**src/rtl/fight_pkg.sv**
```systemverilog
// fight_pkg: player state encodings, combat
// constants and match-result encodings.
package fight_pkg;

  typedef enum logic [3:0] {
    ST_IDLE          = 4'd0,
    ST_WALK_FWD      = 4'd1,
    ST_WALK_BACK     = 4'd2,
    ST_B_ATTACK      = 4'd3,
    ST_B_ATTACK_END  = 4'd4,
    ST_B_ATTACK_PULL = 4'd5,
    ST_D_ATTACK      = 4'd6,
    ST_D_ATTACK_MID  = 4'd7,
    ST_D_ATTACK_END  = 4'd8,
    ST_D_ATTACK_PULL = 4'd9
  } player_st_e;

  typedef enum logic [1:0] {
    WIN_NONE = 2'b00,
    WIN_P1   = 2'b01,
    WIN_P2   = 2'b10,
    WIN_DRAW = 2'b11
  } winner_e;

  typedef enum logic {
    FIGHT = 1'b0,
    KO    = 1'b1
  } match_st_e;

  typedef struct packed {
    logic [9:0] x1;
    logic [9:0] x2;
    logic [9:0] y1;
    logic [9:0] y2;
  } box_t;

  localparam logic [6:0] HEALTH_MAX_C = 7'd100;
  localparam logic [6:0] BASIC_DMG_C  = 7'd10;
  localparam logic [6:0] DIR_DMG_C    = 7'd15;
  localparam logic [7:0] STUN_C       = 8'd12;
  localparam logic [3:0] BASIC_ACT_C  = 4'd4;
  localparam logic [3:0] DIR_ACT_C    = 4'd8;

  function automatic logic [6:0] sat_sub(
    input logic [6:0] a,
    input logic [6:0] b
  );
    return (a > b) ? a - b : 7'd0;
  endfunction

endpackage

```
**src/rtl/box_overlap.sv**
```systemverilog
// box_overlap: inclusive overlap test of two
// boxes whose corners may be given in any order.
module box_overlap
  import fight_pkg::*;
(
  input  box_t a,
  input  box_t b,
  output logic hit
);

  logic [9:0] ax_lo, ax_hi, ay_lo, ay_hi;
  logic [9:0] bx_lo, bx_hi, by_lo, by_hi;

  // normalise corners, then touching edges count
  always_comb begin
    ax_lo = (a.x1 < a.x2) ? a.x1 : a.x2;
    ax_hi = (a.x1 < a.x2) ? a.x2 : a.x1;
    ay_lo = (a.y1 < a.y2) ? a.y1 : a.y2;
    ay_hi = (a.y1 < a.y2) ? a.y2 : a.y1;
    bx_lo = (b.x1 < b.x2) ? b.x1 : b.x2;
    bx_hi = (b.x1 < b.x2) ? b.x2 : b.x1;
    by_lo = (b.y1 < b.y2) ? b.y1 : b.y2;
    by_hi = (b.y1 < b.y2) ? b.y2 : b.y1;
    hit = (ax_lo <= bx_hi) && (bx_lo <= ax_hi)
       && (ay_lo <= by_hi) && (by_lo <= ay_hi);
  end

endmodule

```
**src/rtl/hit_resolver.sv**
```systemverilog
// hit_resolver: turns attack/hurtbox overlaps
// into hits, health, hitstun and round result.
module hit_resolver
  import fight_pkg::*;
#(
  parameter logic [6:0] HEALTH_MAX      = HEALTH_MAX_C,
  parameter logic [6:0] BASIC_DMG       = BASIC_DMG_C,
  parameter logic [6:0] DIR_DMG         = DIR_DMG_C,
  parameter logic [7:0] STUN_CYCLES     = STUN_C,
  parameter logic [3:0] BASIC_ACTIVE_ST = BASIC_ACT_C,
  parameter logic [3:0] DIR_ACTIVE_ST   = DIR_ACT_C
) (
  input  logic       clk,
  input  logic       rst,
  input  logic       restart,
  input  logic [3:0] p1_state,
  input  logic [3:0] p2_state,
  input  logic [9:0] p1_basic_x1,
  input  logic [9:0] p1_basic_x2,
  input  logic [9:0] p1_basic_y1,
  input  logic [9:0] p1_basic_y2,
  input  logic [9:0] p1_dir_x1,
  input  logic [9:0] p1_dir_x2,
  input  logic [9:0] p1_dir_y1,
  input  logic [9:0] p1_dir_y2,
  input  logic [9:0] p1_hurt_x1,
  input  logic [9:0] p1_hurt_x2,
  input  logic [9:0] p1_hurt_y1,
  input  logic [9:0] p1_hurt_y2,
  input  logic [9:0] p2_basic_x1,
  input  logic [9:0] p2_basic_x2,
  input  logic [9:0] p2_basic_y1,
  input  logic [9:0] p2_basic_y2,
  input  logic [9:0] p2_dir_x1,
  input  logic [9:0] p2_dir_x2,
  input  logic [9:0] p2_dir_y1,
  input  logic [9:0] p2_dir_y2,
  input  logic [9:0] p2_hurt_x1,
  input  logic [9:0] p2_hurt_x2,
  input  logic [9:0] p2_hurt_y1,
  input  logic [9:0] p2_hurt_y2,
  output logic [6:0] p1_health,
  output logic [6:0] p2_health,
  output logic       p1_hit,
  output logic       p2_hit,
  output logic       p1_stun,
  output logic       p2_stun,
  output logic       game_over,
  output logic [1:0] winner
);

  box_t b1_basic, b1_dir, b1_hurt;
  box_t b2_basic, b2_dir, b2_hurt;

  assign b1_basic = {p1_basic_x1, p1_basic_x2,
                     p1_basic_y1, p1_basic_y2};
  assign b1_dir   = {p1_dir_x1, p1_dir_x2,
                     p1_dir_y1, p1_dir_y2};
  assign b1_hurt  = {p1_hurt_x1, p1_hurt_x2,
                     p1_hurt_y1, p1_hurt_y2};
  assign b2_basic = {p2_basic_x1, p2_basic_x2,
                     p2_basic_y1, p2_basic_y2};
  assign b2_dir   = {p2_dir_x1, p2_dir_x2,
                     p2_dir_y1, p2_dir_y2};
  assign b2_hurt  = {p2_hurt_x1, p2_hurt_x2,
                     p2_hurt_y1, p2_hurt_y2};

  logic ov_b12, ov_d12, ov_b21, ov_d21;

  box_overlap u_b12 (.a(b1_basic), .b(b2_hurt), .hit(ov_b12));
  box_overlap u_d12 (.a(b1_dir),   .b(b2_hurt), .hit(ov_d12));
  box_overlap u_b21 (.a(b2_basic), .b(b1_hurt), .hit(ov_b21));
  box_overlap u_d21 (.a(b2_dir),   .b(b1_hurt), .hit(ov_d21));

  match_st_e  state_q, state_d;
  winner_e    win_q;
  logic       landed1, landed2;
  logic [7:0] cnt1, cnt2;

  logic       b1_on, d1_on, b2_on, d2_on;
  logic       fire12, fire21;
  logic [6:0] dmg12, dmg21;

  assign b1_on = (p1_state == BASIC_ACTIVE_ST);
  assign d1_on = (p1_state == DIR_ACTIVE_ST);
  assign b2_on = (p2_state == BASIC_ACTIVE_ST);
  assign d2_on = (p2_state == DIR_ACTIVE_ST);

  assign dmg12 = d1_on ? DIR_DMG : BASIC_DMG;
  assign dmg21 = d2_on ? DIR_DMG : BASIC_DMG;

  // a strike counts once per attack and only mid-round
  assign fire12 = (state_q == FIGHT) && !landed1
               && ((b1_on && ov_b12) || (d1_on && ov_d12));
  assign fire21 = (state_q == FIGHT) && !landed2
               && ((b2_on && ov_b21) || (d2_on && ov_d21));

  assign p1_stun   = (cnt1 != 8'd0);
  assign p2_stun   = (cnt2 != 8'd0);
  assign game_over = (state_q == KO);
  assign winner    = win_q;

  // round state: KO once a bar is empty, back on restart
  always_comb begin
    state_d = state_q;
    unique case (state_q)
      FIGHT: if (p1_health == 7'd0 || p2_health == 7'd0)
               state_d = KO;
      KO:    if (restart) state_d = FIGHT;
      default: state_d = FIGHT;
    endcase
  end

  // round state register
  always_ff @(posedge clk or negedge rst) begin
    if (!rst) state_q <= FIGHT;
    else      state_q <= state_d;
  end

  // health, hit pulses, landed flags, stun and result
  always_ff @(posedge clk or negedge rst) begin
    if (!rst) begin
      p1_health <= HEALTH_MAX;
      p2_health <= HEALTH_MAX;
      p1_hit    <= 1'b0;
      p2_hit    <= 1'b0;
      landed1   <= 1'b0;
      landed2   <= 1'b0;
      cnt1      <= 8'd0;
      cnt2      <= 8'd0;
      win_q     <= WIN_NONE;
    end else if (state_q == KO) begin
      p1_hit <= 1'b0;
      p2_hit <= 1'b0;
      cnt1   <= (cnt1 != 8'd0) ? cnt1 - 8'd1 : cnt1;
      cnt2   <= (cnt2 != 8'd0) ? cnt2 - 8'd1 : cnt2;
      if (restart) begin
        p1_health <= HEALTH_MAX;
        p2_health <= HEALTH_MAX;
        landed1   <= 1'b0;
        landed2   <= 1'b0;
        cnt1      <= 8'd0;
        cnt2      <= 8'd0;
        win_q     <= WIN_NONE;
      end
    end else begin
      p1_hit  <= fire21;
      p2_hit  <= fire12;
      landed1 <= (b1_on || d1_on) && (landed1 || fire12);
      landed2 <= (b2_on || d2_on) && (landed2 || fire21);
      if (fire21) p1_health <= sat_sub(p1_health, dmg21);
      if (fire12) p2_health <= sat_sub(p2_health, dmg12);
      if (fire21)            cnt1 <= STUN_CYCLES;
      else if (cnt1 != 8'd0) cnt1 <= cnt1 - 8'd1;
      if (fire12)            cnt2 <= STUN_CYCLES;
      else if (cnt2 != 8'd0) cnt2 <= cnt2 - 8'd1;
      if (state_d == KO) begin
        if (p1_health != 7'd0)      win_q <= WIN_P1;
        else if (p2_health != 7'd0) win_q <= WIN_P2;
        else                        win_q <= WIN_DRAW;
      end
    end
  end

endmodule

```
**config.mk**
```make
export PLATFORM = sky130hd
export DESIGN_NAME = hit_resolver
export DESIGN_NICKNAME = d
export VERILOG_FILES = /design/src/rtl/fight_pkg.sv /design/src/rtl/box_overlap.sv /design/src/rtl/hit_resolver.sv
export SDC_FILE = /design/constraint.sdc
export NUM_CORES = 1
export LEC_CHECK = 0
export CAP_MARGIN = 20
export CORE_ASPECT_RATIO = 0.6
export CORE_MARGIN = 5
export CORE_UTILIZATION = 47
export CTS_CLUSTER_SIZE = 12
export DETAILED_ROUTE_END_ITERATION = 16
export GPL_TIMING_DRIVEN = 1
export PLACE_DENSITY = 0.8
export SLEW_MARGIN = 30
export SYNTH_ARGS = -nofsm -noshare
export SYNTH_HDL_FRONTEND = slang
export SYNTH_SLANG_ARGS = --single-unit
```
**constraint.sdc**
```tcl
create_clock -name clk -period 1.7 [get_ports clk]
set_clock_uncertainty 0.15 [all_clocks]
set_input_delay 0.17 -clock clk [delete_from_list [all_inputs] [get_ports clk]]
set_output_delay 0.17 -clock clk [all_outputs]
set_load 0.01 [all_outputs]
```
# ---- After elaboration in Yosys (flattened, before gate mapping)
# Index checks and enable logic that the tools add are counted.
dict set report word_totals {
  reg_bits 37
  elab_cells 147
  output_inout_bits 21
  inputBits 251
}
dict set report classes {
  n_eq_ne 5
  reduce_logical 43
  n_addsub 4
  magnitude_cmp 30
  n_bitwise 1
  mux 54
}
# operator n
set ops {}
lappend ops {{10-bit 2-to-1 mux} 24}
lappend ops {{10-bit less-or-equal comparator} 16}
lappend ops {{10-bit < comparator} 12}
lappend ops {{8-bit 2-to-1 mux} 8}
lappend ops {{7-bit 2-to-1 mux} 7}
lappend ops {{1-bit logical AND} 22}
lappend ops {{8-bit nonzero test} 2}
lappend ops {{8-bit by 1-bit subtractor with 8-bit output (second input constant)} 2}
lappend ops {{7-bit by 4-bit > comparator with 1-bit output} 2}
lappend ops {{7-bit logical NOT} 2}
lappend ops {{7-bit nonzero test} 2}
lappend ops {{7-bit by 4-bit subtractor with 7-bit output} 2}
lappend ops {{4-bit by 3-bit equality test with 1-bit output (second input constant)} 2}
lappend ops {{4-bit equality test (second input constant)} 2}
lappend ops {{1-bit 2-to-1 mux} 8}
lappend ops {{2-bit 2-to-1 mux} 4}
lappend ops {{1-bit logical OR} 7}
lappend ops {{3-bit 2-to-1 mux} 2}
lappend ops {{2-bit AND reduction} 3}
lappend ops {{2-bit nonzero test} 3}
lappend ops {{1-bit logical NOT} 2}
lappend ops {{2-bit inequality test (second input constant)} 1}
lappend ops {{1-bit one-hot mux with 2 select lines} 1}
lappend ops {{1-bit inverter} 1}

# ---- Depth between registers and ports, before layout
# Gate-level depths: netlist of run 1.
dict set report logic_depth {
  depth_word 12
  ltp_mapped 26
}

# ---- By module
# From an unflattened synthesis of run 1, not the netlist that was laid out.
dict set report unflattened {
  hier_cells 3281
  hier_area_um2 24161.9
}
# mod seq_area_each_um2 cells_each instances area_each_um2
set modules_own_cells {}
lappend modules_own_cells {{box_overlap (u_b12 ...)} 0.0 763 3 5492.8}
lappend modules_own_cells {{box_overlap (u_b21)} 0.0 763 1 5541.6}
lappend modules_own_cells {hit_resolver 933.4 229 1 2142.1}

# ---- Worst setup path before layout of run 1
# No wires, ideal clock.
dict set report synth_path {
  kind {input-to-reg}
  start {input p1_hurt_y2[1]}
  end {register p1_health[0]}
  required_time_ns 1.412
  path_slack_ns -3.014
  path_stages 23
  setup_time_ns 0.138
  arrival_time_ns 4.426
  path_cell_list {inv_1 ha_1 a21o_1 a21o_1 a21o_1 a21o_1 a21o_1 a21o_1 a21oi_1 o21ai_1 buf_1 mux2_2 ha_1 a21o_1 a21o_1 a2111oi_0 or4_1 a32oi_1 or4_1 o21ai_1 and2_1 buf_2 o31ai_1}
}
dict set report synth_via {
  elab_chain_len 10
  word_cells_on_any_way 17
  classes_between {order compare: 5; mux: 2; reduce/logical: 10}
}
# item line_no
set synth_rtl {}
lappend synth_rtl {{start, declared} hit_resolver.sv:29} ;# input logic [9:0] p1_hurt_y2,
lappend synth_rtl {{10-bit < comparator} {box_overlap.sv:22, box_overlap.sv:23}}
lappend synth_rtl {{10-bit 2-to-1 mux} box_overlap.sv:23} ;# by_hi = (b.y1 < b.y2) ? b.y2 : b.y1;
lappend synth_rtl {{10-bit less-or-equal comparator} box_overlap.sv:25} ;# && (ay_lo <= by_hi) && (by_lo <= ay_hi);
lappend synth_rtl {{1-bit logical AND (2 in a row)} box_overlap.sv:25}
lappend synth_rtl {{1-bit logical AND} hit_resolver.sv:96} ;# && ((b2_on && ov_b21) || (d2_on && ov_d21));
lappend synth_rtl {{1-bit logical OR (*)} hit_resolver.sv:96}
lappend synth_rtl {{1-bit logical AND (*)} hit_resolver.sv:96}
lappend synth_rtl {{2-bit nonzero test (no source line) (*)} -}
lappend synth_rtl {{2-bit AND reduction (no source line) (*)} -}
lappend synth_rtl {{end signal, assigned} hit_resolver.sv:151} ;# if (fire21) p1_health <= sat_sub(p1_health, dmg21);
lappend synth_rtl {{end, declared} hit_resolver.sv:42} ;# output logic [6:0] p1_health,
# Mark *: on every way between the ends. The rest lies on a longest branch, timed or not.
# A chain may end at the register's enable or synchronous reset.

# ---- Worst setup path after layout of run 1
dict set report layout_path {
  start {input p1_dir_x2[9]}
  end {register p2_health[2]}
}
dict set report layout_via {
  elab_chain_len 11
  word_cells_on_any_way 13
  classes_between {order compare: 3; mux: 2; reduce/logical: 8}
}
# item line_no
set layout_rtl {}
lappend layout_rtl {{start, declared} hit_resolver.sv:23} ;# input logic [9:0] p1_dir_x2,
lappend layout_rtl {{10-bit < comparator} {box_overlap.sv:16, box_overlap.sv:17}}
lappend layout_rtl {{10-bit 2-to-1 mux, on equally long branches} {box_overlap.sv:16, box_overlap.sv:17}}
lappend layout_rtl {{10-bit less-or-equal comparator} box_overlap.sv:24} ;# hit = (ax_lo <= bx_hi) && (bx_lo <= ax_hi)
lappend layout_rtl {{1-bit logical AND (*)} box_overlap.sv:24}
lappend layout_rtl {{1-bit logical AND (*) (2 in a row)} box_overlap.sv:25}
lappend layout_rtl {{1-bit logical AND (*)} hit_resolver.sv:94} ;# && ((b1_on && ov_b12) || (d1_on && ov_d12));
lappend layout_rtl {{1-bit logical OR (*)} hit_resolver.sv:94}
lappend layout_rtl {{1-bit logical AND (*)} hit_resolver.sv:94}
lappend layout_rtl {{2-bit nonzero test (no source line) (*)} -}
lappend layout_rtl {{2-bit AND reduction (no source line) (*)} -}
lappend layout_rtl {{end signal, assigned} hit_resolver.sv:152} ;# if (fire12) p2_health <= sat_sub(p2_health, dmg12);
lappend layout_rtl {{end, declared} hit_resolver.sv:43} ;# output logic [6:0] p2_health,
# Marks and branches as above.

==> metrics list, run 1 <==
- At the end of routability-driven placement, the weighted congestion stood at ~0.94.
- The number of global-route vias before repair was between 10000 and 15000.
- RSZ-0062 raised after global routing: true
* Crit path required time: between 1.5 and 2 ns
- After filler insertion, the fill cell instance count of the layout stands at ~1100.
* Number of primary I/O pins: 272
* Hold violation count in the final report: 0
- Residual DRC count: 0
- The first global-routing pass estimated 72.6 mm of wire.
- Final Critical Period: around 5 ns
* Kind of end point of the critical path: flip-flop
- Total number of placement rows: 43
* Number of buffers inserted during clock tree synthesis: 5
- The worst setup path is of the in -> reg kind.
- Die outline height: 129 um
- Core area: 23100 sq um
- Number of synthesized register bits: 37
* Total inserted antenna cells: 0
- Once layout is done, the placed cells without fillers occupy roughly 20000 sq um.
* Violations in the final reports: negative setup slack
- Yosys mapped the design onto 73 distinct sky130hd cell types.
* Root Buffer Master: clkbuf_16
- Area of the die: about 27000 sq um
* Net switching power: 6.50 mW
- Via count normalized by instance count: 6.36
- Of the cells placed in the final design, the portion with a size suffix greater than 1 is around 40%.
- The run finished, with violations left.
* Register area share after synthesis: 8.45%
- In this run the worst path has a maximum fanout of 8.
- VDD sags by at most 0.000616 V.
* DP Area: 17400 sq um
- Insertion delay to the later sink of the worst-skew pair: ~0.3 ns
- CP startpoint kind: primary input
- The worst pin sits at a relative slew slack of 54.5%.
- Based on the critical path, the design can be clocked at up to 203 MHz.
* Tightest Pin Transition: roughly 0.68 ns
* Number of failing setup endpoints in the final timing report: 39
- Across the run, the number of max-cap violations was 0.
- Detailed routing inserted a total of 15400 vias.
- R2R Setup Slk: -0.67 ns
- Entering global routing, the biggest net connects 21 pins.
- Iter 0 DRT Violations: 1743
- Final cell utilization of the core: around 85%
- Portion of total power attributed to combinational logic: 80.5%
* Post-Synthesis Cell Area: around 11000 sq um
- After clock tree synthesis, the clock-pin slew on the worst setup and hold paths is 0.07 ns.
* Relative area change from synthesis to final layout: 79.0%
- Final period utilization: 290%
* Cells after Synth: between 1000 and 1500
- Counting every sink on the clock net gives 37.
* Post-layout nets: 2621
- When the netlist entered floorplanning its net count stood at roughly 1900.
- Net switching is 45.8% of the power.
* EDFF count, synth: 0
- Sequential cells account for 12.2% of the total power.
- The clock tree synthesis step divided the H-tree into 2 levels.
- Number of warnings issued by yosys: 0
* Clock tree from TritonCTS: yes
- The pre-antenna-repair detailed-routing pass consisted of 6 iterations.
- In this run the worst hold path is classified as in -> async.
- Global routing used 33.0% of the available tracks across all layers.
- The initial utilization of the core area, before any placement, comes to 47.8%.
- Hold timing on the final database bottoms out at a slack of 0.235 ns.
- Summed over all layers, the routed wires come to 57.0 mm.
- Final WS setup: -3.23 ns
- Global route overflow: 0
- The count of final max-slew check failures came to 0.
- Total power density per cell area: just over 700 nW/um^2
- The internal power of the cells totals 7.68 mW.
- After synthesis, the mean cell area works out to 8.13 sq um.
- In this run the horizontal extent of the chip is 208 um.
* Antenna violations before repair: 0
- Summed over all failing endpoints, the final setup total negative slack is -99.41 ns.
- Dividing the detail-routed wire length by the instance count gives 23.6 um.
* Remaining antenna violation count after routing: 0
* Data arrival at the endpoint of the critical path: 4.95 ns
- Number of buffers added on ports: 271
- The clock network accounts for 7.3% of the total power.
- Of all flip-flops after synthesis, the portion carrying an async set or reset was 100%.
- Detailed placement HPWL: 37.2 mm
* Dominant synthesized flop cell: dfrtp_1
- For this design the static power due to leakage is 10.0 nW.
* Maximum root-to-sink buffer count: 2
## flip-flops by register name (all words and copies together) (netlist names)
name	cells
cnt1	8
cnt2	8
p1_health	7
p2_health	7
winner	2
game_over	1
landed1	1
landed2	1
p1_hit	1
p2_hit	1
## stage by stage
step           worst slack, ns  total power [mW]  instances
2_1_floorplan            -2.48              5.97       1360
3_3_place_gp             -3.52              9.90       2320
3_5_place_dp             -3.62              10.3       2320
4_1_cts                  -2.86              12.0       2376
5_1_grt                  -3.35              14.7       2412
6_report                 -3.23              14.2       2412
## Yosys cell counts, types with 9 or more instances
master | instances | area share [%]
o21ai_0 | 101 | 4.6
ha_1 | 274 | 31
mux2i_1 | 127 | 12
xnor2_1 | 9 | 0.71
nor2b_1 | 20 | 1.1
nor2_1 | 50 | 1.7
clkbuf_1 | 15 | 0.51
nand3b_1 | 9 | 0.61
or3_1 | 9 | 0.51
inv_1 | 138 | 4.7
nand2b_1 | 14 | 0.79
o211ai_1 | 10 | 0.68
nand2_1 | 114 | 3.9
a21o_1 | 48 | 3.3
nor3_1 | 27 | 1.2
nand3_1 | 22 | 1.0
dfrtp_1 | 31 | 7.0
buf_1 | 12 | 0.41
nand4_1 | 27 | 1.5
mux2_2 | 68 | 6.9
o21a_1 | 14 | 0.95
a21oi_1 | 74 | 3.4
## repair_timing
item                                    4_1_cts  5_1_grt
pin swaps                                    99      123
gates resized for setup                     215      265
endpoints found under the setup margin       44       39
hold endpoints to repair                     16        0
hold buffers                                  1        0
setup buffers                                44       31
gates cloned                                  5        6
## power by group through the flow
stage	logic [mW]	clock network, mW	registers [mW]
after CTS	9.42	0.953	1.62
after global routing	11.9	1.04	1.73
after detailed placement	8.74	0	1.60
final	11.4	1.03	1.73
after global placement	8.34	0	1.56
after floorplan	4.29	0	1.67
## routing by layer
metal | routed length (um) | share of wire, % | global-route usage (%)
met1 | 21500 | 38 | 43.1
met2 | 25800 | 45 | 55.9
met3 | 5990 | 11 | 5.87
met4 | 3800 | 6.7 | 10.7
met5 | 0 | 0 | 0
## path summary, 6_finish.rpt
check,start,to,cells after the start
max,p1_dir_x2[9],p2_health[2],21
max in group asynchronous,rst,p2_health[6],3
min in group clk,winner[0],winner[0],2
min,rst,cnt2[7],2
max reg2reg,p2_health[0],p2_health[2],9
min reg2reg,winner[0],winner[0],2
## area by class of cell
type	instances	area [sq um]	share of cell area [%]
Tap cell	315	394	1.99
Inverter	138	548	2.77
Timing Repair Buffer	766	6790	34.3
Multi-Input combinational cell	1148	11000	55.4
Clock inverter	1	7.51	0.0380
Sequential cell	37	933	4.72
Clock buffer	7	143	0.721
## worst max-delay path, stage by stage
cell and delay, ns:
clkdlybuf4s50_1 0.51, inv_2 0.07, ha_4 0.22, and4_4 0.18, a221o_1 0.32, a31oi_2 0.20, buf_12 0.16, buf_12 0.13
buf_8 0.13, mux2i_1 0.22, ha_1 0.31, a22oi_1 0.21, nand2_1 0.15, o221ai_4 0.25, o211ai_1 0.20, or3_4 0.38
a211oi_2 0.16, a221o_1 0.23, buf_4 0.15, and2_4 0.20, mux2i_1 0.40
## layout by cell type (no fill, tap or decap), types with 20 or more instances in the layout
cell,instances
a21o_1,48
a21oi_1,47
a21oi_2,24
buf_4,445
buf_6,33
clkdlybuf4s50_1,194
dfrtp_1,31
dlymetal6s2s_1,32
ha_1,234
ha_4,36
inv_1,127
mux2_2,54
mux2i_1,96
nand2_1,111
nand4_1,27
nor2_1,46
o21ai_0,61
o21ai_1,20
o21ai_2,22
## cell families (layout without fill, tap and decap cells)
group                      Yosys count  count (layout)  share of synthesized area, %
adders and majority gates          274             274                          31.0
and+or+nand+nor                    335             336                          15.4
buffers and inverters              176             912                          6.35
AOI/OAI and AO/OA                  326             326                          19.0
xor gates and xnor gates            17              17                          1.35
DFF                                 37              37                          8.45
muxes                              195             195                          18.4
Power figures use the tool's default switching activity.
==> run 2: changes to the inputs <==
RECOVER_POWER = 25   (was unset)
==> run 2 against run 1 <==
Flip-flop and latch count stayed put. Routed wire length about the same. Die area is the same. Maximum frequency is 0.12% lower. Utilization unchanged. Clock-buffer cell count unchanged. Design area unchanged. Total power about the same. Critical path depth stayed put. Clock power is essentially flat. The run still ends with negative setup slack left.
==> metrics list, run 2 (synthesized netlist as in run 1, its figures left out) <==
- The run finished, with violations left.
- The checks that failed: negative setup slack.
- Most frequent cells in the layout: buf_4 (445), ha_1 (234), clkdlybuf4s50_1 (194), inv_1 (127), nand2_1 (111)
- At the worst endpoint, the required time is 1.72 ns.
- Number of buffers inserted during clock tree synthesis: 5
- Core area: 23100 sq um
- Across the VDD grid, the largest voltage drop is a little over 0.0006 V.
- Dividing the detail-routed wire length by the instance count gives approximately 24 um.
- The initial antenna violation count is 0.
- CTS built an H-tree with a depth of 2.
- The repair_antennas step left the layout with diodes totalling 0.
- Clock share of power: 7.2%
- In this run the power density over the cells is 716 nW/um^2.
- Total number of placement rows: 43
* Kind of critical path: in -> reg
* Detailed placement HPWL: ~37 mm
- The worst pin sits at a relative slew slack of 55.9%.
- Along the worst path, the maximum fanout reaches 7.
* Root Buffer Master: clkbuf_16
* Number of buffers added on ports: 271
- Kind of end point of the critical path: flip-flop
* Maximum clock frequency: 203 MHz
- After layout, the design draws a total of approximately 14 mW.
* CP startpoint kind: primary input
- For the worst-skew pair, the clock arrives at the later sink with an insertion delay of approximately 0.29 ns.
* Final Critical Period: between 4 and 5 ns
- The first global-routing pass estimated roughly 73 mm of wire.
- Number of placed instances with taps included: between 2000 and 2500
- Counting along the longest clock path gives a buffer depth of 2.
* Pins Over Slew Limit: 0
- For this design the static power due to leakage is between 10 and 15 nW.
- The internal portion of the total power is 7.68 mW.
- Residual DRC count: 0
- In the final layout, the share of cells above drive strength 1 is roughly 40%.
- RSZ-0062 raised after global routing: true
- Net switching power: 6.48 mW
* Switching Share: approximately 46%
* Post-layout nets: 2621
- The detailed router placed 15400 vias in this run.
- Tightest Pin Transition: 0.656 ns
* Chip Width: 208 um
- Among all stages on the critical path, the largest delay is contributed by clkdlybuf4s50_1.
- Maximum number of pins on one net before global-route repair: 21
* Clock Pin Slew Worst Setup and Hold Paths: 0.07 ns
* Number of global-route vias before repair: ~14000
* Cell type group with the largest total delay on the critical path: buffers and inverters
- Across all setup checks in the final design, the least slack found is -3.23 ns.
- Most frequent standard cell in the layout excluding fill and tap cells: buf_4
- Data arrival at the endpoint of the critical path: 4.96 ns
- Initial Util: a little under half
- The count of endpoints failing hold in the final timing report is 0.
- For this design, the sink count on the clock tree is 37.
* DP Area: 17400 sq um
- Count of buffering cells on the critical path with inverters included: 7
* Iter 0 DRT Violations: 1827
* Critical Path, Cell by Cell: clkdlybuf4s50_1, inv_2, ha_4, a211o_1, a21oi_2, o21ai_2, a21oi_4, buf_6, o21ai_0, buf_4, ha_1, nand4_1, buf_4, buf_4, nor2_1, a31oi_2, nor4_2, a221o_1, buf_4, and2_4, mux2i_1
- In this run the remaining antenna-violating nets after routing total 0.
- After detailed routing, the number of vias per cell comes to 6.37.
- Number of failing setup endpoints in the final timing report: 39
* Number of primary I/O pins: 272
* Gpl congestion: 0.942
- Proportion of power drawn by flip-flops and latches: 12.2%
* Total of fill cells in the finished design: 1136
- Wires add up to 57.0 mm.
- The floorplan step defined a die boundary enclosing about 27000 sq um.
* Maximum cell stage delay along the critical path: 0.52 ns
* Portion of total power attributed to combinational logic: 80.6%
- Regs by FF count: cnt1 x8, cnt2 x8
* Most frequent cell on the critical path: buf_4
- In this run the vertical extent of the chip is 129 um.
- Global routing consumed, over all layers together, between 30% and 40% of the routing resources.
- Final cell area excluding filler cells: ~20000 sq um
- The tightest min-delay check is of the in -> async type.
* Placement-stage worst setup slack: -3.62 ns
- The pre-antenna-repair detailed-routing pass consisted of 8 iterations.
- Relative area change from synthesis to final layout: 79.0%
- Global route overflow: 0
- Max-cap violations in this run came to 0.
* Final period utilization: 290%
* Number of standard cells in the final layout excluding fillers: about 2400
- Clock tree from TritonCTS: yes
==> run 2: layout make-up <==
cell class,count,area (sq um),share of cell area (%)
clock inverter,1,7.51,0.0380
timing repair buffer,766,6790,34.3
clock buffer,7,143,0.721
sequential,37,933,4.72
tap,315,394,1.99
multi-input combinational,1148,11000,55.4
inverter,138,548,2.77
==> run 2: worst paths after layout <==
kind	startpoint	end	slack (ns)	cells after the start
max	p2_hurt_x2[3]	p2_health[2]	-3.23	21
min	rst	cnt2[7]	0.26	2
max reg2reg	p2_health[0]	p2_health[2]	-0.63	9
min reg2reg	winner[0]	winner[0]	0.40	2
max in group asynchronous	rst	p1_health[2]	0.46	3
min in group clk	winner[0]	winner[0]	0.40	2
==> run 2: what timing repair did <==
action / 4_1_cts / 5_1_grt
hold buffers: 1 / 0
setup endpoints to repair: 44 / 39
setup buffers: 44 / 31
gates resized for setup: 215 / 265
cloned: 5 / 6
endpoints found under the hold margin: 16 / 0
pin swaps: 99 / 123
==> run 2: per-layer routing <==
| layer | share of wire (%) | vias up | wire length, um | GRT usage, % |
|---|---|---|---|---|
| met5 | 0 | - | 0 | 0 |
| met1 | 37 | 7244 | 21200 | 43.1 |
| met2 | 45 | 1216 | 25700 | 55.9 |
| met4 | 6.7 | 0 | 3850 | 10.7 |
| li1 | - | 6529 | - | - |
| met3 | 11 | 367 | 6250 | 5.87 |
==> run 2: stage by stage <==
step	setup TNS [ns]	hold slack, ns	util [%]
6_report	-99.66	0.257	85.5
3_3_place_gp	-114.05	0.00218	75.0
4_1_cts	-93.30	0.243	79.8
2_1_floorplan	-79.82	-0.276	-
3_5_place_dp	-119.69	0.00983	75.0
5_1_grt	-104.50	0.304	85.5
==> run 2: worst register-to-register path: stages, from the launching register on <==
cell,delay [ns]
dfrtp_1,0.39
inv_1,0.09
ha_1,0.25
inv_1,0.11
a31o_2,0.21
nand2_1,0.10
buf_4,0.18
o21ai_0,0.32
nand2_1,0.10
mux2i_1,0.33
==> run 2: power groups by stage <==
stage          Sequential [mW]  Clock, mW  Combinational (mW)
4_1_cts                   1.62      0.953                9.42
6_report                  1.72       1.03                11.4
3_5_place_dp              1.60          0                8.74
2_1_floorplan             1.67          0                4.29
3_3_place_gp              1.56          0                8.34
5_1_grt                   1.73       1.04                11.9
